===== config.mk =====
export PLATFORM = sky130hd
export DESIGN_NAME = jp_pad_emu
export DESIGN_NICKNAME = d
export VERILOG_FILES = /design/src/rtl/jp_pad_emu.sv
export SDC_FILE = /design/constraint.sdc
export NUM_CORES = 1
export LEC_CHECK = 0
export CELL_PAD_IN_SITES_DETAIL_PLACEMENT = 1
export CELL_PAD_IN_SITES_GLOBAL_PLACEMENT = 1
export CORE_UTILIZATION = 50
export CTS_BUF_LIST = sky130_fd_sc_hd__clkbuf_16
export CTS_CLUSTER_SIZE = 24
export DETAILED_ROUTE_END_ITERATION = 10
export DONT_BUFFER_PORTS = 1
export GPL_TIMING_DRIVEN = 0
export PLACE_DENSITY_LB_ADDON = 0.1
export SETUP_SLACK_MARGIN = 0.02
export SLEW_MARGIN = 20
export SYNTH_ARGS = -nofsm -noshare
export SYNTH_HDL_FRONTEND = slang
export SYNTH_SLANG_ARGS = --single-unit

===== constraint.sdc =====
create_clock -name clk_in -period 2 [get_ports clk_in]
set_input_delay 0 -clock clk_in [delete_from_list [all_inputs] [get_ports clk_in]]
set_output_delay 0 -clock clk_in [all_outputs]
set_load 0.02 [all_outputs]

===== src/rtl/jp_pad_emu.sv =====
// Two-controller NES joypad emulator: 4021-style shift registers answering jp_latch/jp_clk.
// Optional turbo masking is built only when JOYPAD_TURBO_EN is defined.
module jp_pad_emu #(
    parameter int SYNC_STAGES = 2,
    parameter int TURBO_DIV   = 4
) (
    input  logic       clk_in,
    input  logic       nres_in,
    input  logic       jp_clk_in,
    input  logic       jp_latch_in,
    output logic       jp_data1_out,
    output logic       jp_data2_out,
    input  logic       btn_wr_in,
    input  logic [2:0] btn_sel_in,
    input  logic [7:0] btn_d_in
);

    if (SYNC_STAGES < 1 || SYNC_STAGES > 3) begin : g_bad_sync
        $error("jp_pad_emu: SYNC_STAGES must be 1..3");
    end
    if (TURBO_DIV < 1 || TURBO_DIV > 15) begin : g_bad_div
        $error("jp_pad_emu: TURBO_DIV must be 1..15");
    end

    logic [SYNC_STAGES-1:0] clk_sync;
    logic [SYNC_STAGES-1:0] latch_sync;
    logic                   clk_d;
    logic                   latch_d;
    logic                   clk_s;
    logic                   latch_s;
    logic                   clk_rise;
    logic                   latch_fall;

    logic [7:0] btn [2];
    logic [1:0] conn;
    logic [7:0] eff [2];
    logic [7:0] sr  [2];
    logic [3:0] cnt [2];
    logic [1:0] data;

    assign clk_s      = clk_sync[SYNC_STAGES-1];
    assign latch_s    = latch_sync[SYNC_STAGES-1];
    assign clk_rise   = clk_s & ~clk_d;
    assign latch_fall = ~latch_s & latch_d;

    // NOTE: every sequential block uses non-blocking assignments so all flops
    // sample pre-edge values and the synchronizer chain shifts one stage per clock.
    always_ff @(posedge clk_in) begin
        if (!nres_in) begin
            clk_sync   <= '0;
            latch_sync <= '0;
            clk_d      <= 1'b0;
            latch_d    <= 1'b0;
        end else begin
            clk_sync[0]   <= jp_clk_in;
            latch_sync[0] <= jp_latch_in;
            for (int i = 1; i < SYNC_STAGES; i++) begin
                clk_sync[i]   <= clk_sync[i-1];
                latch_sync[i] <= latch_sync[i-1];
            end
            clk_d   <= clk_s;
            latch_d <= latch_s;
        end
    end

`ifdef JOYPAD_TURBO_EN
    logic [7:0] turbo [2];
    logic [3:0] tcnt;
    logic       phase;

    // Phase flips every TURBO_DIV completed latch strobes.
    always_ff @(posedge clk_in) begin
        if (!nres_in) begin
            tcnt  <= '0;
            phase <= 1'b0;
        end else if (latch_fall) begin
            if (tcnt == 4'(TURBO_DIV - 1)) begin
                tcnt  <= '0;
                phase <= ~phase;
            end else begin
                tcnt <= tcnt + 4'd1;
            end
        end
    end
`endif

    always_ff @(posedge clk_in) begin
        if (!nres_in) begin
            btn[0] <= '0;
            btn[1] <= '0;
            conn   <= '0;
`ifdef JOYPAD_TURBO_EN
            turbo[0] <= '0;
            turbo[1] <= '0;
`endif
        end else if (btn_wr_in) begin
            case (btn_sel_in)
                3'd0: btn[0] <= btn_d_in;
                3'd1: btn[1] <= btn_d_in;
`ifdef JOYPAD_TURBO_EN
                3'd2: turbo[0] <= btn_d_in;
                3'd3: turbo[1] <= btn_d_in;
`endif
                3'd4: conn <= btn_d_in[1:0];
                default: ;
            endcase
        end
    end

    // NOTE: combinational outputs are fully assigned on every path, so no latch is inferred.
    always_comb begin
        for (int p = 0; p < 2; p++) begin
`ifdef JOYPAD_TURBO_EN
            eff[p] = btn[p] & ~(turbo[p] & {8{~phase}});
`else
            eff[p] = btn[p];
`endif
        end
    end

    // NOTE: the shift registers are tiny, so they get a real reset; cnt=8 makes
    // a post-reset read look like an exhausted frame until the next latch.
    always_ff @(posedge clk_in) begin
        if (!nres_in) begin
            for (int p = 0; p < 2; p++) begin
                sr[p]  <= '0;
                cnt[p] <= 4'd8;
            end
            data <= 2'b11;
        end else begin
            for (int p = 0; p < 2; p++) begin
                if (latch_s) begin
                    sr[p]  <= eff[p];
                    cnt[p] <= '0;
                end else if (clk_rise && cnt[p] != 4'd8) begin
                    sr[p]  <= {1'b0, sr[p][7:1]};
                    cnt[p] <= cnt[p] + 4'd1;
                end

                // Serial data is active-low; an absent pad reads all ones.
                if (!conn[p]) begin
                    data[p] <= 1'b1;
                end else if (cnt[p] == 4'd8) begin
                    data[p] <= 1'b0;
                end else begin
                    data[p] <= ~sr[p][0];
                end
            end
        end
    end

    assign jp_data1_out = data[0];
    assign jp_data2_out = data[1];

endmodule


==> Word-level counts from Yosys, hierarchy flattened <==
Memory sizes are Yosys's and may differ from the RTL's.
Cells that the tools add are included.
{ "totals": {"reg_bits": 9, "latch_bits": 0, "ram_bits": 40, "rom_bits": 0, "output_inout_bits": 2, "elab_cells": 69, "mem_count": 3} }
{ "op_classes": {"add_sub_neg": 2, "multipliers": 0, "div_mod_pow": 0, "magnitude_cmp": 0, "eq_ne": 6, "shift": 0, "mux": 32, "bitwise": 14, "reduce_logical": 6} }
{ "memory_table": {"columns": ["memory", "depth", "word_bits", "rd", "rd_ports_with_merged_regs", "wr", "line", "rtl"], "rows": [
  ["btn", 2, 8, 2, 0, 2, "34", "logic [7:0] btn [2];"],
  ["sr", 2, 8, 2, 0, 2, "37", "logic [7:0] sr [2];"],
  ["cnt", 2, 4, 2, 0, 2, "38", "logic [3:0] cnt [2];"]
]} }
{ "ops": {"columns": ["cell", "count"], "rows": [
  ["$mux 8", 6],
  ["$mux 1", 22],
  ["$mux 4", 4],
  ["$or 1x1->1", 10],
  ["$add 4x1->4 const B", 2],
  ["$eq 4x4->1 const B", 2],
  ["$ne 4x4->1 const B", 2],
  ["$reduce_and 2->1", 3],
  ["$eq 3x1->1 const B", 1],
  ["$eq 3x3->1 const B", 1],
  ["$logic_not 3->1", 1],
  ["$not 1->1", 3],
  ["$logic_and 1x1->1", 2],
  ["$and 1x1->1", 1]
]} }

==> Longest topological paths before layout <==
{ "logic_depth": {"word_depth": 8, "depth_mapped": 5, "depth_no_buf": 5} }

==> Worst setup path after synthesis <==
Ideal clock, no wire load.
{ "synth_path": {"kind": "reg-to-reg", "start": "mem cnt[0][0]", "end": "mem cnt[0][0] (enable)", "setup_time_ns": 0.314, "arrival_ns": 1.476, "setup_slack_ns": 0.210, "stages_incl_launch_ff": 6, "path_buffers": 0, "cell_sequence": "edfxtp_1 -> inv_1 -> ha_1 -> and3b_1 -> nor2_4 -> or3b_1"} }
{ "synth_lines": {"columns": ["element", "line"], "rows": [
  ["start: declaration", "38"]
]} }

==> impl_metrics.py <==
metrics = {
    "outcome": {
        "status": "completed",
    },
    "route": {
        "via_per_inst": 5.72,
        "detail-route-antenna-nets": 0,
        "finalWirelength_um": 4250,
        "drt-initial-drc-count": 43,
        "wl_per_cell_um": 21.2,
        "drcViolationCount": 0,
        "vias": 1149,
        "firstDrtPassIters": 4,
    },
    "floorplanning": {
        "die_w_um": 64.8,
        "dieArea_mm2": 0.00420,
        "core_area_mm2": 0.00372,
        "io-pin-count": 18,
        "die_y_um": 64.8,
        "initial_core_util_pct": 53.1,
        "num_rows": 22,
    },
    "layout": {
        "final.fill_count": 363,
        "diodes": 0,
        "nets": 172,
        "layout.area.seq_mm2": 0.00137,
        "multi_input_area_um2": 569,
        "area_growth_pct": 18.1,
        "post-route-util_pct": 62.7,
        "fin_cells": 201,
        "drive_gt1_share_pct": 13.7,
    },
    "critical_path": {
        "path_class": "flip-flop to flip-flop",
        "worstPathArrival_ps": 1860,
        "ff2ff_setup_slack_ps": 160,
        "cp_slowest_stage_delay_ps": 490,
        "cp_slowest_cell": "or3b_4",
        "timing.rr.start": "cnt[0][0]$_SDFFCE_PN0P_",
        "path_cells": "inv_1 -> ha_1 -> and3b_2 -> nor2_4 -> or3b_4",
        "cp-startpoint": "cnt[0][0]$_SDFFCE_PN0P_",
        "crit_fanout": 12,
        "critical_path_required_ps": 2020,
        "r2r_end": "cnt[0][3]$_SDFFCE_PN1P_",
        "end_kind": "flip-flop",
        "ff2ff_path_depth": 5,
        "startpoint_type": "flip-flop",
        "critPathCapture": "cnt[0][3]$_SDFFCE_PN1P_",
    },
    "job": {
        "maxCapViolations": 0,
    },
    "placed_design": {
        "dp_cells": 179,
        "place_congestion": 0.708,
        "hpwl_um": 2520,
        "numPortBuffers": 0,
        "post-place-ws_ps": -124,
    },
    "synthesis": {
        "synth_nets": 150,
        "avgSynthCellArea_um2": 15.2,
        "synth_cell_type_count": 34,
        "syn_inst": 130,
        "synth_top_area_share_pct": 59.4,
        "synth_area_mm2": 0.00197,
        "ys_warn_count": 0,
        "ys_seq_area_share_pct": 69.5,
        "synth_edf_count": 39,
        "synth-main-ff-cell": "edfxtp_1",
        "yosys-top-cells-area": "edfxtp_1, dfxtp_1, a22o_1, and2_1, ha_1",
        "synth_seq_cells": 49,
        "yosys.area.top_type": "edfxtp_1",
        "async_flop_share_pct": 0,
    },
    "sta": {
        "finalCritPeriodShare_pct": 92.0,
        "rsz0062_at_grt": "no",
        "slew_headroom_pct": 61.2,
        "layout_min_cycle_time_ps": 1840,
        "fin_setup_tns_ps": 0,
        "worstMarginPinSlew_ps": 576,
        "slew_violations": 0,
        "setup_slack_ps": 160,
        "setup_viol": 0,
        "timing.fmax_mhz": 543,
        "report.final.hold_viol_count": 0,
        "fin_skew_ps": 4.13,
    },
    "clocking": {
        "htreeDepth": 2,
        "cts.sinks": 49,
        "clk_latency_ps": 290,
        "clkSlewWorstSetupHoldPaths_ps": 70,
        "clk_path_buf_depth": 2,
        "cts_buffers": 5,
        "cts_tree": "done",
        "cts_root_buf": "clkbuf_16",
    },
    "power": {
        "ir_drop_mv": 0.836,
        "p_leak_nw": 0.863,
        "power_density_mw_per_mm2": 912,
    },
    "grt": {
        "grt_max_degree": 15,
        "grt_pass1_vias": 1313,
        "grt_pass1_wl_um": 6760,
        "antenna_found_initial": 0,
        "overflow": 0,
        "gr-usage-all-layers_pct": 23.4,
    },
    "min_path": {
        "hp-class": "primary input to flip-flop",
    },
}
## logic make-up after synthesis
logic type	after synthesis	share of synthesized area, %
flops	49	69.5
simple gates	39	13.5
compound gates	22	9.32
buf+inv	10	2.22
fa+ha+maj	4	2.54
xor+xnor	3	1.33
mux	3	1.59
## placed cells by master (no fill, tap or decap), types with 2 or more instances in the layout
cell type / n
nor2_1: 3
nor2_4: 2
xnor2_1: 2
nor3_1: 2
buf_4: 3
nor2b_1: 2
and3_1: 2
inv_1: 8
dlygate4sd3_1: 13
clkbuf_16: 5
a22o_1: 14
nand2_1: 2
ha_1: 4
and2_1: 16
o211ai_1: 2
dfxtp_1: 10
a21oi_1: 2
and4bb_2: 2
edfxtp_1: 39
mux2i_1: 2
## area by class of cell
type,instances,area share (%)
plain buffers,4,0.913
flip-flops and latches,49,58.9
clock inverters,3,0.644
clock buffers,5,5.37
multi-input cells,71,24.4
well taps,48,2.58
repair buffers,15,6.23
inverters,6,0.967
## cells in the mapped netlist (all sizes together), types with 4 or more instances
library cell	number
and2	16
nor2	5
inv	6
a22o	14
dfxtp	10
edfxtp	39
ha	4
## where the power goes
| group | switching, mW | internal [mW] |
|---|---|---|
| logic | 0.0632 | 0.0535 |
| registers | 0.0282 | 1.16 |
| clock network | 0.363 | 0.455 |
| total | 0.455 | 1.67 |
## worst max-delay path: cells and delay by family (launching register included)
kind          cells  cell delay, ps
fa+ha+maj         1             150
flops             1             460
simple gates      3             860
buf+inv           1              90
## how the worst min path moves through the flow
stage	from	depth (start not counted)	end	slack, ps
final	btn_sel_in[0]	1	btn[0][7]$_DFFE_PP_	4
after global routing	btn_sel_in[0]	1	btn[0][7]$_DFFE_PP_	8
after floorplan	jp_clk_in	1	clk_sync[0]$_SDFF_PN0_	130
after global placement	jp_clk_in	1	clk_sync[0]$_SDFF_PN0_	130
after detailed placement	jp_latch_in	1	latch_sync[0]$_SDFF_PN0_	130
after CTS	btn_sel_in[0]	1	btn[0][7]$_DFFE_PP_	9
## sequential cells by signal (all words and copies together) (netlist names)
signal      cells
sr             16
data            2
btn            16
cnt             8
clk_d           1
clk_sync        2
latch_sync      2
conn            2
## through the flow
stage,hold WS [ps],area (um2),power [mW]
after detailed placement,132,2050,1.30
after global placement,130,2030,1.29
after CTS,9.22,2330,2.12
final,4.09,2330,2.12
after global routing,8.33,2330,2.18
after floorplan,127,1970,1.26
## what timing repair did
action,CTS,global route
setup endpoints to repair,23,12
cloned,0,0
hold buffers,13,0
resized for setup,1,1
setup buffers,1,0
endpoints found under the hold margin,25,0
## layer usage
| metal | GRT usage (%) | wire (um) | vias to the layer above |
|---|---|---|---|
| li1 | - | - | 530 |
| met1 | 26.9 | 1760 | 577 |
| met2 | 40.4 | 2220 | 34 |
| met3 | 7.92 | 207 | 8 |
| met4 | 8.06 | 64 | 0 |
| met5 | 0 | 0 | - |
No activity file was read; power rests on OpenSTA's default activity.
